===== src/rtl/timing_pkg.sv =====
// rtl/timing_pkg.sv - shared FSM type, default timing constants and helpers for timing_sync_rx
package timing_pkg;

   typedef enum logic [1:0] {
      ST_IDLE = 2'd0,
      ST_SEEK = 2'd1,
      ST_RUN  = 2'd2,
      ST_TAIL = 2'd3
   } state_e;

   // Defaults for a 120 MHz system clock: 370 us PRI, 513 PRIs per CPI
   localparam int unsigned PRI_EXP_DEF     = 44400;
   localparam int unsigned PRI_TOL_DEF     = 120;
   localparam int unsigned PRI_PER_CPI_DEF = 513;
   localparam int unsigned TIMEOUT_DEF     = 88800;

   // clk cycles per microsecond
   localparam int unsigned CLK_1US_CNT = 120;

   // Clamp a cycle count into a 16-bit field
   function automatic logic [15:0] sat16(input logic [31:0] v);
      return (v > 32'h0000_FFFF) ? 16'hFFFF : v[15:0];
   endfunction

endpackage


===== src/rtl/edge_sync.sv =====
// rtl/edge_sync.sv - two-flop synchronizer with a registered one-cycle rise pulse
module edge_sync (
   input  logic clk,
   input  logic rst,
   input  logic pin_i,
   output logic rise_o
);

   logic meta_q;
   logic sync_q;
   logic prev_q;
   logic rise_q;

   // Resynchronize the pin, keep the previous level and register the rise
   always_ff @(posedge clk or posedge rst) begin
      if (rst) begin
         meta_q <= 1'b0;
         sync_q <= 1'b0;
         prev_q <= 1'b0;
         rise_q <= 1'b0;
      end else begin
         meta_q <= pin_i;
         sync_q <= meta_q;
         prev_q <= sync_q;
         rise_q <= sync_q & ~prev_q;
      end
   end

   assign rise_o = rise_q;

endmodule


===== src/rtl/timing_sync_rx.sv =====
// rtl/timing_sync_rx.sv - PRI/CPI timing receiver: lock FSM, PRI indexing, period and sync measurement
module timing_sync_rx
   import timing_pkg::*;
#(
   parameter int unsigned PRI_EXP     = PRI_EXP_DEF,
   parameter int unsigned PRI_TOL     = PRI_TOL_DEF,
   parameter int unsigned PRI_PER_CPI = PRI_PER_CPI_DEF,
   parameter int unsigned TIMEOUT     = TIMEOUT_DEF
) (
   input  logic        clk,
   input  logic        rst,
   input  logic        enable,
   input  logic        cpib_in,
   input  logic        cpie_in,
   input  logic        pri_in,
   input  logic        sync_in,
   input  logic        err_clr,
   output logic        locked,
   output logic        pri_stb,
   output logic [9:0]  pri_idx,
   output logic        cpi_stb,
   output logic [15:0] cpi_cnt,
   output logic [31:0] pri_period,
   output logic [15:0] sync_dly,
   output logic        meas_vld,
   output logic        period_err,
   output logic        count_err,
   output logic        seq_err,
   output logic        timeout_err
);

   localparam logic [31:0] PERIOD_LO = 32'(PRI_EXP - PRI_TOL);
   localparam logic [31:0] PERIOD_HI = 32'(PRI_EXP + PRI_TOL);
   localparam logic [31:0] TIMEOUT_C = 32'(TIMEOUT);
   localparam logic [9:0]  IDX_EXP   = 10'(PRI_PER_CPI);
   localparam logic [9:0]  IDX_MAX   = 10'd1023;

   logic cpib_r, cpie_r, pri_r, sync_r;

   edge_sync u_cpib (.clk(clk), .rst(rst), .pin_i(cpib_in), .rise_o(cpib_r));
   edge_sync u_cpie (.clk(clk), .rst(rst), .pin_i(cpie_in), .rise_o(cpie_r));
   edge_sync u_pri  (.clk(clk), .rst(rst), .pin_i(pri_in),  .rise_o(pri_r));
   edge_sync u_sync (.clk(clk), .rst(rst), .pin_i(sync_in), .rise_o(sync_r));

   state_e      state_q, state_d;
   logic [9:0]  pri_idx_q, pri_idx_d;
   logic [15:0] cpi_cnt_q, cpi_cnt_d;
   logic [31:0] per_cnt_q, per_cnt_d;
   logic [31:0] pri_period_q, pri_period_d;
   logic [15:0] sync_dly_q, sync_dly_d;
   logic        sync_arm_q, sync_arm_d;
   logic        pri_stb_q, pri_stb_d;
   logic        cpi_stb_q, cpi_stb_d;
   logic        meas_vld_q, meas_vld_d;
   logic        period_err_q, period_err_d;
   logic        count_err_q, count_err_d;
   logic        seq_err_q, seq_err_d;
   logic        timeout_err_q, timeout_err_d;

   logic        acc_cpib, acc_pri;
   logic        pe_set, ce_set, se_set, te_set;
   logic [9:0]  idx_base;

   // FSM state register
   always_ff @(posedge clk or posedge rst) begin
      if (rst) begin
         state_q <= ST_IDLE;
      end else begin
         state_q <= state_d;
      end
   end

   // Next state, event acceptance, counters and error flag updates
   always_comb begin
      state_d      = state_q;
      pri_idx_d    = pri_idx_q;
      cpi_cnt_d    = cpi_cnt_q;
      per_cnt_d    = per_cnt_q;
      pri_period_d = pri_period_q;
      sync_dly_d   = sync_dly_q;
      sync_arm_d   = sync_arm_q;
      pri_stb_d    = 1'b0;
      cpi_stb_d    = 1'b0;
      meas_vld_d   = 1'b0;
      acc_cpib     = 1'b0;
      acc_pri      = 1'b0;
      pe_set       = 1'b0;
      ce_set       = 1'b0;
      se_set       = 1'b0;
      te_set       = 1'b0;
      idx_base     = pri_idx_q;

      if (!enable) begin
         state_d      = ST_IDLE;
         pri_idx_d    = '0;
         cpi_cnt_d    = '0;
         per_cnt_d    = '0;
         pri_period_d = '0;
         sync_dly_d   = '0;
         sync_arm_d   = 1'b0;
      end else if (state_q == ST_IDLE) begin
         state_d = ST_SEEK;
      end else begin
         // cpib is handled before a coincident pri, so that pri lands in RUN
         acc_cpib = cpib_r;
         acc_pri  = pri_r & (acc_cpib | (state_q == ST_RUN));

         case (state_q)
            ST_SEEK: begin
               if (cpib_r) begin
                  state_d = ST_RUN;
               end else if (cpie_r) begin
                  se_set = 1'b1;
               end
            end
            ST_RUN: begin
               if (cpib_r) begin
                  se_set = 1'b1;
               end else if (cpie_r) begin
                  state_d = ST_TAIL;
                  ce_set  = (pri_idx_q != IDX_EXP);
               end else if (!acc_pri && (per_cnt_q >= TIMEOUT_C)) begin
                  state_d = ST_SEEK;
                  te_set  = 1'b1;
               end
            end
            ST_TAIL: begin
               if (cpib_r) begin
                  state_d = ST_RUN;
               end else if (cpie_r) begin
                  se_set = 1'b1;
               end
            end
            default: state_d = ST_IDLE;
         endcase

         if (acc_cpib) begin
            cpi_cnt_d = cpi_cnt_q + 16'd1;
            cpi_stb_d = 1'b1;
            idx_base  = '0;
            pri_idx_d = '0;
         end

         if (acc_pri) begin
            pri_stb_d = 1'b1;
            pri_idx_d = (idx_base == IDX_MAX) ? IDX_MAX : idx_base + 10'd1;
            per_cnt_d = 32'd1;
            // The first PRI of a CPI has no valid predecessor to measure against
            if (!acc_cpib && (pri_idx_q != 10'd0)) begin
               pri_period_d = per_cnt_q;
               meas_vld_d   = 1'b1;
               pe_set       = (per_cnt_q < PERIOD_LO) || (per_cnt_q > PERIOD_HI);
            end
         end else if (per_cnt_q != 32'hFFFF_FFFF) begin
            per_cnt_d = per_cnt_q + 32'd1;
         end

         // The period counter doubles as the elapsed time since the last PRI
         if (acc_pri) begin
            if (sync_r) begin
               sync_dly_d = '0;
               sync_arm_d = 1'b0;
            end else begin
               sync_arm_d = 1'b1;
            end
         end else if (sync_arm_q && sync_r) begin
            sync_dly_d = sat16(per_cnt_q);
            sync_arm_d = 1'b0;
         end
      end

      // A set in the same cycle as a clear wins
      period_err_d  = pe_set | (period_err_q  & ~err_clr);
      count_err_d   = ce_set | (count_err_q   & ~err_clr);
      seq_err_d     = se_set | (seq_err_q     & ~err_clr);
      timeout_err_d = te_set | (timeout_err_q & ~err_clr);
   end

   // Datapath, strobe and sticky flag registers
   always_ff @(posedge clk or posedge rst) begin
      if (rst) begin
         pri_idx_q     <= '0;
         cpi_cnt_q     <= '0;
         per_cnt_q     <= '0;
         pri_period_q  <= '0;
         sync_dly_q    <= '0;
         sync_arm_q    <= 1'b0;
         pri_stb_q     <= 1'b0;
         cpi_stb_q     <= 1'b0;
         meas_vld_q    <= 1'b0;
         period_err_q  <= 1'b0;
         count_err_q   <= 1'b0;
         seq_err_q     <= 1'b0;
         timeout_err_q <= 1'b0;
      end else begin
         pri_idx_q     <= pri_idx_d;
         cpi_cnt_q     <= cpi_cnt_d;
         per_cnt_q     <= per_cnt_d;
         pri_period_q  <= pri_period_d;
         sync_dly_q    <= sync_dly_d;
         sync_arm_q    <= sync_arm_d;
         pri_stb_q     <= pri_stb_d;
         cpi_stb_q     <= cpi_stb_d;
         meas_vld_q    <= meas_vld_d;
         period_err_q  <= period_err_d;
         count_err_q   <= count_err_d;
         seq_err_q     <= seq_err_d;
         timeout_err_q <= timeout_err_d;
      end
   end

   assign locked      = (state_q == ST_RUN) || (state_q == ST_TAIL);
   assign pri_stb     = pri_stb_q;
   assign pri_idx     = pri_idx_q;
   assign cpi_stb     = cpi_stb_q;
   assign cpi_cnt     = cpi_cnt_q;
   assign pri_period  = pri_period_q;
   assign sync_dly    = sync_dly_q;
   assign meas_vld    = meas_vld_q;
   assign period_err  = period_err_q;
   assign count_err   = count_err_q;
   assign seq_err     = seq_err_q;
   assign timeout_err = timeout_err_q;

endmodule


===== config.mk =====
export PLATFORM = sky130hd
export DESIGN_NAME = timing_sync_rx
export DESIGN_NICKNAME = d
export VERILOG_FILES = /design/src/rtl/timing_pkg.sv /design/src/rtl/edge_sync.sv /design/src/rtl/timing_sync_rx.sv
export SDC_FILE = /design/constraint.sdc
export NUM_CORES = 1
export LEC_CHECK = 0
export ABC_AREA = 1
export CORE_ASPECT_RATIO = 0.8
export CORE_MARGIN = 2
export CORE_UTILIZATION = 35
export DETAILED_ROUTE_END_ITERATION = 16
export HOLD_SLACK_MARGIN = 0.12
export PLACE_DENSITY = 0.68
export SLEW_MARGIN = 25
export SYNTH_ARGS = -nofsm -noshare
export SYNTH_HDL_FRONTEND = slang
export SYNTH_HIERARCHICAL = 1
export SYNTH_SLANG_ARGS = --single-unit

===== constraint.sdc =====
create_clock -name clk -period 3.8 [get_ports clk]
set_input_delay 0.76 -clock clk [delete_from_list [all_inputs] [get_ports clk]]
set_output_delay 0.76 -clock clk [all_outputs]
set_load 0.01 [all_outputs]

**Word level (Yosys, flattened, before mapping)**

Index checks and enable logic that the tools add are counted.
Widths: inputs -> output; s select.

- Equal/unequal tests: 16
- Magnitude comparators: 4
- Reduce and logical (&&, ||, !) cells: 16
- Bitwise operators: 19
- Add/subtract/negate cells: 3
- Divide/modulo/power cells: 0
- Shift operators: 0
- Multipliers: 0
- Muxes and demuxes: 66

Operators by type and width:

| cell | count |
|---|---|
| $mux 32 | 8 |
| $mux 16 | 9 |
| $mux 10 | 7 |
| $gt 32x16->1 const B | 2 |
| $mux 1 | 34 |
| $add 32x1->32 const B | 1 |
| $ge 32x17->1 const B | 1 |
| $lt 32x16->1 const B | 1 |
| $ne 32x32->1 const B | 1 |
| $add 16x1->16 const B | 1 |
| $mux 2 | 6 |
| $add 10x1->10 const B | 1 |
| $eq 10x10->1 const B | 1 |
| $ne 10x10->1 const B | 1 |
| $reduce_bool 10->1 | 1 |
| $and 1x1->1 | 9 |
| $reduce_and 3->1 | 3 |
| $ne 2x1->1 const B | 3 |
| $ne 3x1->1 const B | 2 |
| $reduce_and 2->1 | 3 |
| $ne 5x4->1 const B | 1 |
| $not 1->1 | 5 |
| $or 1x1->1 | 5 |
| $eq 2x2->1 const B | 2 |
| 12 further kinds | 16 |

- Output and inout port bits: 82
- Memory bits (writable): 0
- Flip-flop bits (word level): 132
- Bits in latches: 0
- Input port bits: 8
- Memories: 0
- Bits in read-only memories: 0

**Longest topological paths before layout**

- Word-level depth: 12
- Mapped depth: 13
- Gate-level depth less buffers: 12

**Cells and area by module**

Netlist, hierarchy kept.

Modules (own cells, without submodules):

| module | cells an instance | area an instance (µm²) | times used |
|---|---|---|---|
| timing_sync_rx | 895 | 6597.6 | 1 |
| edge_sync | 7 | 113.9 | 4 |

**Least setup slack after synthesis**

Ideal clock, no wire load.

- Kind: input port to flip-flop
- Start: input enable
- End: register sync_dly_q[0], in the netlist sync_dly[0]
- Library setup time: 0.077 ns
- Data required time: 3.723 ns
- Cell stages on the path: 6
- Buffers on the path: 2
- Path slack: 1.928 ns
- Arrival: 1.795 ns
- Cells stage by stage: buf_2 > inv_2 > nor3_2 > clkbuf_1 > o21ai_0 > o21ai_1

- Cells in the longest elaborated chain, start to end: 2
- Elaborated cells on any way between the ends: 5
- Classes of those cells: eq/ne: 3; mux: 1; reduce/logical: 1

Ends and longest elaborated chain:

| what | line | source |
|---|---|---|
| start, declared | timing_sync_rx.sv:12 | `input logic enable,` |
| $ne 3x2->1 (no source line), or another cell as far along | -- |  |
| $reduce_and 3->1 (no source line) | -- |  |
| end signal, assigned | timing_sync_rx.sv:200 | `sync_dly_q <= sync_dly_d;` |
| end, declared | timing_sync_rx.sv:50 | `logic [15:0] sync_dly_q, sync_dly_d;` |

Parallel ways exist; a longest one is shown, timed or not.
A chain may end at the register's enable or synchronous reset.

**Worst setup path after layout**

- Start: register u_cpib.rise_q, in the netlist u_cpib/rise_o
- End: register pri_period_q[9], in the netlist pri_period[9]

- Cells in the longest elaborated chain, start to end: 4
- Elaborated cells on any way between the ends: 7
- Classes of those cells: eq/ne: 2; bitwise: 2; reduce/logical: 3

Ends and longest elaborated chain:

| what | line | source |
|---|---|---|
| start, declared | edge_sync.sv:12 | `logic rise_q;` |
| start signal, assigned | edge_sync.sv:25 | `rise_q <= sync_q & ~prev_q;` |
| $or 1x1->1 or $logic_not 1->1 (tied branches) | timing_sync_rx.sv:106, timing_sync_rx.sv:149 |  |
| $and 1x1->1 or $logic_and 1x1->1 (tied branches) | timing_sync_rx.sv:106, timing_sync_rx.sv:149 |  |
| $ne 2x1->1 (no source line) | -- |  |
| $reduce_and 3->1 (no source line) * | -- |  |
| end signal, assigned | timing_sync_rx.sv:199 | `pri_period_q <= pri_period_d;` |
| end, declared | timing_sync_rx.sv:49 | `logic [31:0] pri_period_q, pri_period_d;` |

Every way passes the cells marked *; elsewhere a longest branch is shown, timed or not.

==> metrics.txt <==
portion of synthesized cell area occupied by the leading cell type 0.468; remaining global-route overflow 0; violation count after the first detailed-routing iteration 722; count of warnings emitted by yosys 6; routed vias/inst 5.11; core region area 0.0198 mm²; crit path buf inv count 4; post-synthesis instance area 0.00705 mm²; Mapped Nets 935; starting density of the core 0.356; Register-to-Register Setup Slack 1250 ps; total negative slack 0 ps; Slew @ Worst Pin 848 ps; total leakage power 0.00391 µW; worst r2r dst pri_period[9]; via count of the first global-routing pass 6,317; area added between synthesis and finish 23.3%; buffer count from post-CTS setup fixing 0; diodes inserted 0; RSZ-0062 raised after global routing false; First-pass DRT Iterations 5; number of flops mapped to enable cells by yosys 0; number of endpoints with negative hold slack in the final report 0; mean cell area of the mapped netlist 7.64 µm²; critical path's top delay family buffers and inverters; CP arrival 2900 ps; H-tree depth reported by CTS 4; Critical Path Sink Type register; Worst path max stage delay 600 ps; wire length per cell 16.0 µm; largest fanout of any net on the critical path 34; Max IR drop VDD 0.258 mV; worst rel slew slack 0.435; cell types occupying the most area after synthesis sky130_fd_sc_hd__dfrtp_1 (47%), sky130_fd_sc_hd__nand2_1 (14%), sky130_fd_sc_hd__nor2_1 (5.5%); wire length of the first global-routing pass 33,900 µm; Fin Hold WS 346 ps; total track usage 0.205; cells traversed along the worst timing path inv_2 -> nand2_1 -> nand2_2 -> inv_2 -> buf_4 -> nand3_2 -> nor2_2 -> buf_4 -> nand2_1 -> nand2_1; list of most frequent post-synthesis cells sky130_fd_sc_hd__nand2_1 (271), sky130_fd_sc_hd__dfrtp_1 (132), sky130_fd_sc_hd__nor2_1 (104); outcome finished, final reports clean; CTS tree done; clock sink total 132; CTS Hold Bufs 0; number of gates on the worst path with buffers counted 10; share of flip-flops with an asynchronous set or reset 1.00; clock-pin transition on the worst setup and hold timing paths 60 ps; nets@finish 1,010; total die area 0.0213 mm²; synthesized flop and latch total 132; number of antenna violations at the first check in global routing 0; layout cell share with drive strength beyond 1 0.0989; post-synth cell types 38; fill count 1,999; critical path type reg2reg; FF-to-FF path depth 10; Final period util 0.670; launch point of the worst reg-to-reg path u_cpib/rise_o; number of slew-limit violations in the final report 0; capturing element of the worst setup path pri_period[9]; largest clock skew in the final design 9.20 ps; Setup Viol. Count Final 0; Antenna Nets Post-Route 0; minimum clock period after layout 2550 ps; most frequent cell after synthesis sky130_fd_sc_hd__nand2_1; width of the die 163 µm; last weighted congestion value of the routability-driven placer 0.941; predominant post-synthesis flop cell sky130_fd_sc_hd__dfrtp_1; number of ports placed on the die boundary 90; Root Buffer sky130_fd_sc_hd__clkbuf_16; share of the yosys chip area belonging to registers 0.468; cell with the most instances on the worst path sky130_fd_sc_hd__nand2_1; vias 6,520; Fmax achieved 393 MHz; DRC Markers 0; power density over cell area 392 mW/mm²; input/output buffers 89; synthesized instance count 923; post-cts resize count 0; Total Power Consumption 3410 µW; number of buffers created by CTS 17; Site Rows 46; cell type with the largest total area after synthesis sky130_fd_sc_hd__dfrtp_1; nature of the critical path startpoint register; maximum number of pins on one net before global-route repair 117; startpoint of the worst setup timing path u_cpib/rise_o; hold wc startpoint u_sync/meta_q; class of the tightest hold or removal check reg2reg; worst-skew pair later-pin latency 430 ps; vertical die dimension 131 µm; standard cell with the maximum stage delay on the critical path sky130_fd_sc_hd__dfrtp_1; CP Data Required Time 4160 ps; total wirelength of the detailed-routed design 20,400 µm; max-cap violations 0; HPWL after detailed placement 13,800 µm; Max Buffers Root-to-Sink 2
## report_power, final
part | total (µW) | leakage (µW) | switching (µW) | internal, µW
Combinational | 317 | 0.00184 | 234 | 83.7
Sequential | 1490 | 0.00180 | 48.4 | 1440
Clock | 1600 | 0.000266 | 683 | 921
Total | 3410 | 0.00391 | 965 | 2450
## cell type report
cell class	instances	area (µm²)	share of cell area
Sequential cell	132	3300	0.380
Clock buffer	18	439	0.0505
Multi-Input combinational cell	671	3250	0.373
Inverter	82	314	0.0361
Clock inverter	14	126	0.0145
Tap cell	264	330	0.0380
Timing Repair Buffer	94	936	0.108
## state kept, by name (all words and copies together), names as in the netlist, 2 cells and up
register and flops:
per_cnt_q 32, sync_dly 16, pri_idx 10, pri_period 32
state_q 2, cpi_cnt 16
## routing by layer
layer,GRT usage,up-vias,part of all wire
met4,0.0562,0,0.015
li1,-,3145,-
met5,0,-,0
met3,0.0515,27,0.072
met2,0.300,232,0.42
met1,0.301,3116,0.50
## stage by stage
stage               area, µm²   util  setup WS [ps]  instances
finish                   8700  0.439           1250       1275
global route             8700  0.439            978       1275
CTS                      8690  0.439           1240       1275
detailed placement       8120  0.410           1170       1243
global placement         8120  0.410           1270       1243
floorplan                7060      -           1630        923
## placed cells by master, fill, tap and decap left out, drive strengths merged
cell type / netlist / routed
buf: 26 / 6
and3: 3 / 3
nand4: 18 / 18
nand2: 277 / 277
clkinv: 0 / 4
o21ai: 85 / 85
inv: 82 / 85
clkbuf: 12 / 18
clkdlybuf4s50: 0 / 88
nor2: 118 / 118
a21oi: 19 / 19
bufinv: 0 / 1
xnor2: 3 / 3
a21o: 1 / 1
o31ai: 1 / 1
dfrtp: 132 / 132
clkinvlp: 0 / 6
a31oi: 1 / 1
nor3: 27 / 27
nor4: 4 / 4
xor2: 14 / 14
o211ai: 2 / 2
ha: 4 / 4
nand3: 92 / 92
o311ai: 1 / 1
a221oi: 1 / 1
## worst min-delay path by stage
stage | to | slack [ps] | depth (start not counted)
global route | u_sync/sync_q | 360 | 0
global placement | u_cpie/sync_q | 330 | 0
CTS | u_sync/sync_q | 350 | 0
finish | u_sync/sync_q | 350 | 0
detailed placement | u_sync/sync_q | 340 | 0
floorplan | u_cpib/sync_q | 330 | 0
## cells by family (layout without fill, tap and decap cells)
kind of cell / count (synthesis) / count (layout) / share of synthesized area
simple gates: 539 / 539 / 0.346
flops: 132 / 132 / 0.468
buf+inv: 120 / 208 / 0.0722
compound gates: 111 / 111 / 0.0857
xor+xnor: 17 / 17 / 0.0211
fa+ha+maj: 4 / 4 / 0.00710
## worst register-to-register path, cell delays in order, from the launching register on
cell and delay [ps]:
sky130_fd_sc_hd__dfrtp_1 600, sky130_fd_sc_hd__inv_2 210, sky130_fd_sc_hd__nand2_1 130, sky130_fd_sc_hd__nand2_2 200
sky130_fd_sc_hd__inv_2 180, sky130_fd_sc_hd__buf_4 350, sky130_fd_sc_hd__nand3_2 140, sky130_fd_sc_hd__nor2_2 90
sky130_fd_sc_hd__buf_4 370, sky130_fd_sc_hd__nand2_1 130, sky130_fd_sc_hd__nand2_1 90
No activity file was read; power rests on OpenSTA's default activity.
